--- config.mk ---
export PLATFORM = sky130hd
export DESIGN_NAME = mux_arbiter_3
export DESIGN_NICKNAME = d
export VERILOG_FILES = /design/src/rtl/arb_pkg.sv /design/src/rtl/rr_pick3.sv /design/src/rtl/mux_arbiter_3.sv
export SDC_FILE = /design/constraint.sdc
export NUM_CORES = 1
export LEC_CHECK = 0
export ABC_CLOCK_PERIOD_IN_PS = 2400
export CORE_MARGIN = 4
export CORE_UTILIZATION = 50
export CTS_BUF_LIST = sky130_fd_sc_hd__clkbuf_4
export CTS_CLUSTER_DIAMETER = 50
export DETAILED_ROUTE_END_ITERATION = 10
export HOLD_SLACK_MARGIN = 0.08
export PLACE_DENSITY = 0.85
export SLEW_MARGIN = 25
export SYNTH_ARGS = -nofsm -noshare
export SYNTH_HDL_FRONTEND = slang
export SYNTH_SLANG_ARGS = --single-unit
--- constraint.sdc ---
create_clock -name clk -period 2.4 [get_ports clk]
set_input_delay 0.48 -clock clk [delete_from_list [all_inputs] [get_ports clk]]
set_output_delay 0.48 -clock clk [all_outputs]
set_load 0.01 [all_outputs]
--- src/rtl/arb_pkg.sv ---
// rtl/arb_pkg.sv - shared types, select encodings and helpers for the 3-way arbiter
package arb_pkg;

    typedef enum logic {
        IDLE  = 1'b0,
        GRANT = 1'b1
    } arb_state_t;

    localparam logic [2:0] SEL_REQ0 = 3'b000;
    localparam logic [2:0] SEL_REQ1 = 3'b001;
    localparam logic [2:0] SEL_REQ2 = 3'b010;
    localparam logic [2:0] SEL_IDLE = 3'b011;

    // One-hot of a requester index; index 3 is not a requester and maps to 000.
    function automatic logic [2:0] onehot3(input logic [1:0] idx);
        logic [2:0] oh;
        case (idx)
            2'd0:    oh = 3'b001;
            2'd1:    oh = 3'b010;
            2'd2:    oh = 3'b100;
            default: oh = 3'b000;
        endcase
        return oh;
    endfunction

endpackage

--- src/rtl/rr_pick3.sv ---
// rtl/rr_pick3.sv - combinational round-robin pick over three requesters
module rr_pick3
    import arb_pkg::*;
(
    input  logic [2:0] req,
    input  logic [1:0] last,
    input  logic       exclude_en,
    input  logic [1:0] exclude_idx,
    output logic       valid,
    output logic [1:0] idx
);

    logic [2:0] eligible;
    logic [1:0] cand;

    // Scan from the requester after 'last', wrapping, so 'last' is scanned last.
    always_comb begin
        eligible = req & ~(exclude_en ? onehot3(exclude_idx) : 3'b000);
        valid    = 1'b0;
        idx      = 2'd0;
        cand     = (last >= 2'd2) ? 2'd0 : last + 2'd1;
        for (int k = 0; k < 3; k++) begin
            if (!valid && eligible[cand]) begin
                valid = 1'b1;
                idx   = cand;
            end
            cand = (cand == 2'd2) ? 2'd0 : cand + 2'd1;
        end
    end

endmodule

--- src/rtl/mux_arbiter_3.sv ---
// rtl/mux_arbiter_3.sv - round-robin owner arbiter with hold-time preemption for a 3-input mux
module mux_arbiter_3
    import arb_pkg::*;
#(
    parameter int MAX_HOLD = 16,
    parameter int CNT_W    = 5
) (
    input  logic       clk,
    input  logic       rst,
    input  logic [2:0] req,
    input  logic       done,
    output logic [2:0] grant,
    output logic [2:0] select,
    output logic       busy,
    output logic       timeout
);

    localparam logic [CNT_W-1:0] HOLD_LIMIT = (MAX_HOLD == 0) ? '0 : CNT_W'(MAX_HOLD - 1);
    localparam logic [CNT_W-1:0] HOLD_SAT   = '1;

    arb_state_t       state_q;
    arb_state_t       state_d;
    logic [CNT_W-1:0] hold_cnt;
    logic [CNT_W-1:0] hold_d;
    logic [1:0]       last_owner;
    logic [1:0]       last_d;
    logic [2:0]       grant_d;
    logic [2:0]       select_d;
    logic             busy_d;
    logic             timeout_d;

    logic             owner_req;
    logic             others_pending;
    logic             release_now;
    logic             preempt;
    logic             pick_valid;
    logic [1:0]       pick_idx;

    // While granted, last_owner is the current owner.
    assign owner_req      = req[last_owner];
    assign others_pending = |(req & ~onehot3(last_owner));
    assign release_now    = done || !owner_req;
    assign preempt        = (MAX_HOLD != 0) && (state_q == GRANT) && (hold_cnt == HOLD_LIMIT)
                            && !release_now && others_pending;

    rr_pick3 u_pick (
        .req         (req),
        .last        (last_owner),
        .exclude_en  (preempt),
        .exclude_idx (last_owner),
        .valid       (pick_valid),
        .idx         (pick_idx)
    );

    // Next-state: arbitrate in IDLE, and on release or preemption while granted.
    always_comb begin
        state_d   = state_q;
        grant_d   = grant;
        select_d  = select;
        busy_d    = busy;
        timeout_d = 1'b0;
        hold_d    = hold_cnt;
        last_d    = last_owner;
        case (state_q)
            IDLE: begin
                if (pick_valid) begin
                    state_d  = GRANT;
                    grant_d  = onehot3(pick_idx);
                    select_d = {1'b0, pick_idx};
                    busy_d   = 1'b1;
                    hold_d   = '0;
                    last_d   = pick_idx;
                end
            end
            GRANT: begin
                if (release_now || preempt) begin
                    hold_d = '0;
                    if (pick_valid) begin
                        grant_d   = onehot3(pick_idx);
                        select_d  = {1'b0, pick_idx};
                        last_d    = pick_idx;
                        timeout_d = preempt;
                    end else begin
                        state_d  = IDLE;
                        grant_d  = 3'b000;
                        select_d = SEL_IDLE;
                        busy_d   = 1'b0;
                    end
                end else if (hold_cnt != HOLD_SAT) begin
                    hold_d = hold_cnt + CNT_W'(1);
                end
            end
            default: begin
                state_d  = IDLE;
                grant_d  = 3'b000;
                select_d = SEL_IDLE;
                busy_d   = 1'b0;
                hold_d   = '0;
            end
        endcase
    end

    // State and registered outputs; last_owner resets to 2 so requester 0 wins first.
    always_ff @(posedge clk) begin
        if (rst) begin
            state_q    <= IDLE;
            grant      <= 3'b000;
            select     <= SEL_IDLE;
            busy       <= 1'b0;
            timeout    <= 1'b0;
            hold_cnt   <= '0;
            last_owner <= 2'd2;
        end else begin
            state_q    <= state_d;
            grant      <= grant_d;
            select     <= select_d;
            busy       <= busy_d;
            timeout    <= timeout_d;
            hold_cnt   <= hold_d;
            last_owner <= last_d;
        end
    end

endmodule

==> impl_metrics.toml <==
[timing]
setup_violations = 0
hold_viol_final = 0
rsz0062_at_grt = "false"
drv_slew = 0
period_needed_ns = 2.356
finClkSkew_ns = 0.004787
max_freq_ghz = 0.4245
min_period_over_period = 0.9815
tightestPinTransition_ns = 0.5601
slew_headroom = 0.6254

[setup_path]
cp_num_cells = 7
cpMostUsedCell = "or3_4"
cp_num_buf_inv = 2
start_kind = "input pin"
worstSetupPathType = "in2reg"
r2r-start = "hold_cnt[0]"
cp_slowest_stage_delay_ns = 0.51
critical_path_arrival_ns = 2.57
crit_end = "hold_cnt[1]"
crit_start = "req[0]"
r2r_slack_ns = 0.13
cp_top_family = "simple AND/OR/NAND/NOR gates"
cp-end-kind = "flip-flop"
reg2reg_depth = 8
crit_chain = "clkdlybuf4s50_1, or3_4, clkinv_2, a2111oi_2, or3_4, or4b_1, a31oi_1"
slowest_stage = "or4b_1"
r2r_end = "hold_cnt[1]"
cp_data_required_time_ns = 2.61
cp_max_fo = 6

[power_and_ir_drop]
switchingPower_uw = 145.3
combPwrFrac = 0.201
intPower_uw = 382.5
power_density_nw_per_um2 = 515.7
ir_drop_mv = 0.3306
p_sw_frac = 0.2753
power_frac_clock = 0.279
power.leakage_uw = 0.0003878
seq_power_share = 0.520

[grt]
grt_usage = 0.1829
gr-total-overflow = 0
grt_max_degree = 19
antenna_found_initial = 0
met3_usage = 0.04511
grt_pass1_vias = 654
grt_pass1_wl_mm = 2.849
use_met2 = 0.2823
grt.met1_usage = 0.2192
grt.busiest_layer = "met2"

[placement]
gp_congestion = 0.8119
dp_hpwl_mm = 1.312
placed_cells = 127
portBuffers = 12

[logic_synthesis]
postSynthAreaPerCell_um2 = 8.492
synth_cell_types = 35
syn-instance-count = 94
synth_area_um2 = 798.3
synth-edff-count = 0
synth_ff_type = "dfxtp_1"
yosysSeqAreaShare = 0.3762
ys_async_sr_fraction = 0
yosys_register_bits = 15
yosys_warnings = 0
syn-num-nets = 104

[route]
routed_via_density = 5.786
first_pass_iters = 4
num_vias = 758
ant_nets = 0
dr.first_iter.drc_count = 6
drt_wl_total_mm = 1.736
drc = 0
avgRoutedWirePerCell_um = 13.25

[cts]
cts_tree = "built"
clock_sinks = 15
cts_buffers = 3
path_clk_slew_ns = 0.09
cts_htree_levels = 1
clock_latency_ns = 0.29
cts_buffer_depth = 2
cts-root-buf = "clkbuf_4"

[die]
rows = 14
core-area_um2 = 1506
dieHeight_um = 47.96
num_io_pins = 14
start_util = 0.5299
dieArea_um2 = 2300
die_w_um = 47.96

[final_layout]
instances_no_fill = 131
drive_above_1_share = 0.1652
n_fill_cell = 125
area_growth_pct = 28.21
nets = 126
antenna_cells = 0
utilization = 0.6794

[run_status]
status = "finished, final reports clean"

[worst_hold_path]
min-delay-path-class = "reg2reg"

[job]
maxCapViolCount = 0
-- sequential cells by signal (all words and copies together) (netlist names) --
register,flops
hold_cnt,5
grant,3
last_owner,2
select,2
busy,1
state_q,1
timeout,1
-- cell usage in the layout (no fill, tap or decap), drive strengths merged, types with 3 or more instances in the layout --
cell,instances
clkbuf,3
nand2,9
nand3,7
ha,4
inv,3
a31oi,5
a21oi,4
nor2,5
or4,4
clkdlybuf4s50,11
nand3b,3
buf,11
dfxtp,15
-- metrics by stage --
stage                     TNS [ns]  area, um^2  setup slack (ns)  total power, uW  hold WS (ns)
after floorplan                  0       798.3            0.1738            334.6        0.4632
after global placement      -1.303       992.2           -0.3014            382.6        0.4470
after detailed placement    -2.155       992.2           -0.3797            385.2        0.4531
after CTS                        0        1023           0.05357            533.9        0.4685
after global routing             0        1023          0.001313            560.2        0.5044
final                            0        1023           0.04449            527.8        0.4698
-- worst min-delay path by stage --
| stage | from | endpoint | slack, ns | cells past startpoint |
|---|---|---|---|---|
| 2_1_floorplan | hold_cnt[3] | hold_cnt[3] | 0.46 | 2 |
| 3_3_place_gp | grant[2] | grant[2] | 0.45 | 2 |
| 3_5_place_dp | grant[2] | grant[2] | 0.45 | 2 |
| 4_1_cts | grant[2] | grant[2] | 0.47 | 2 |
| 5_1_grt | grant[2] | grant[2] | 0.50 | 2 |
| 6_report | grant[1] | grant[1] | 0.47 | 2 |
-- power groups by stage --
stage	combinational, uW	clock, uW	sequential [uW]
after CTS	106	153	274
final	106	147	275
after global routing	118	166	276
after floorplan	53.6	0	281
after global placement	103	0	279
after detailed placement	105	0	280
-- layout make-up --
class                   instances  area, um^2  area share
multi-input cells              69       457.9      0.4474
flip-flops and latches         15       300.3      0.2934
repair buffers                 23       201.4      0.1968
clock buffers                   3       22.52     0.02200
well taps                      16       20.02     0.01956
inverters                       4       16.27     0.01589
clock inverters                 1       5.005    0.004890
-- cells by family after synthesis --
family	Yosys count	synth area share
AND/OR/NAND/NOR	42	0.3041
AO/OA/AOI/OAI	20	0.1708
flip-flops	15	0.3762
buffers and inverters	10	0.05642
adder cells (fa/ha/maj)	4	0.06270
multiplexers	2	0.02508
other	1	0.004698
-- cell usage after synthesis (all sizes together), types with 2 or more instances --
library cell	count	area, um^2
ha	4	50.05
o22ai	2	12.51
or3	2	17.52
a21oi	4	20.02
o21ai	2	10.01
nand3	7	35.03
a31oi	5	31.28
nor4b	2	17.52
nand3b	3	22.52
o31ai	2	15.01
nand2b	2	12.51
dfxtp	15	300.3
nor2	5	18.77
clkbuf	3	11.26
inv	3	11.26
mux2i	2	20.02
nor2b	2	12.51
or4	4	30.03
nand2	9	33.78
buf	3	17.52
-- metal layers --
metal | part of all wire | wire, um | vias up
met1 | 0.46 | 802 | 349
met2 | 0.48 | 827 | 11
met5 | 0 | 0 | -
li1 | - | - | 393
met4 | 0.031 | 53 | 0
met3 | 0.031 | 53 | 5
-- worst min-delay path, stage by stage (launching register included) --
cell and delay [ns]:
dfxtp_1 0.32, nand2_1 0.06, a21oi_1 0.06
-- timing repair --
item,in CTS,in global routing
endpoints found under the setup margin,3,1
hold buffers,0,0
gates resized for setup,2,0
pin swaps,0,1
setup buffers,0,0
Power figures use the tool's default switching activity.
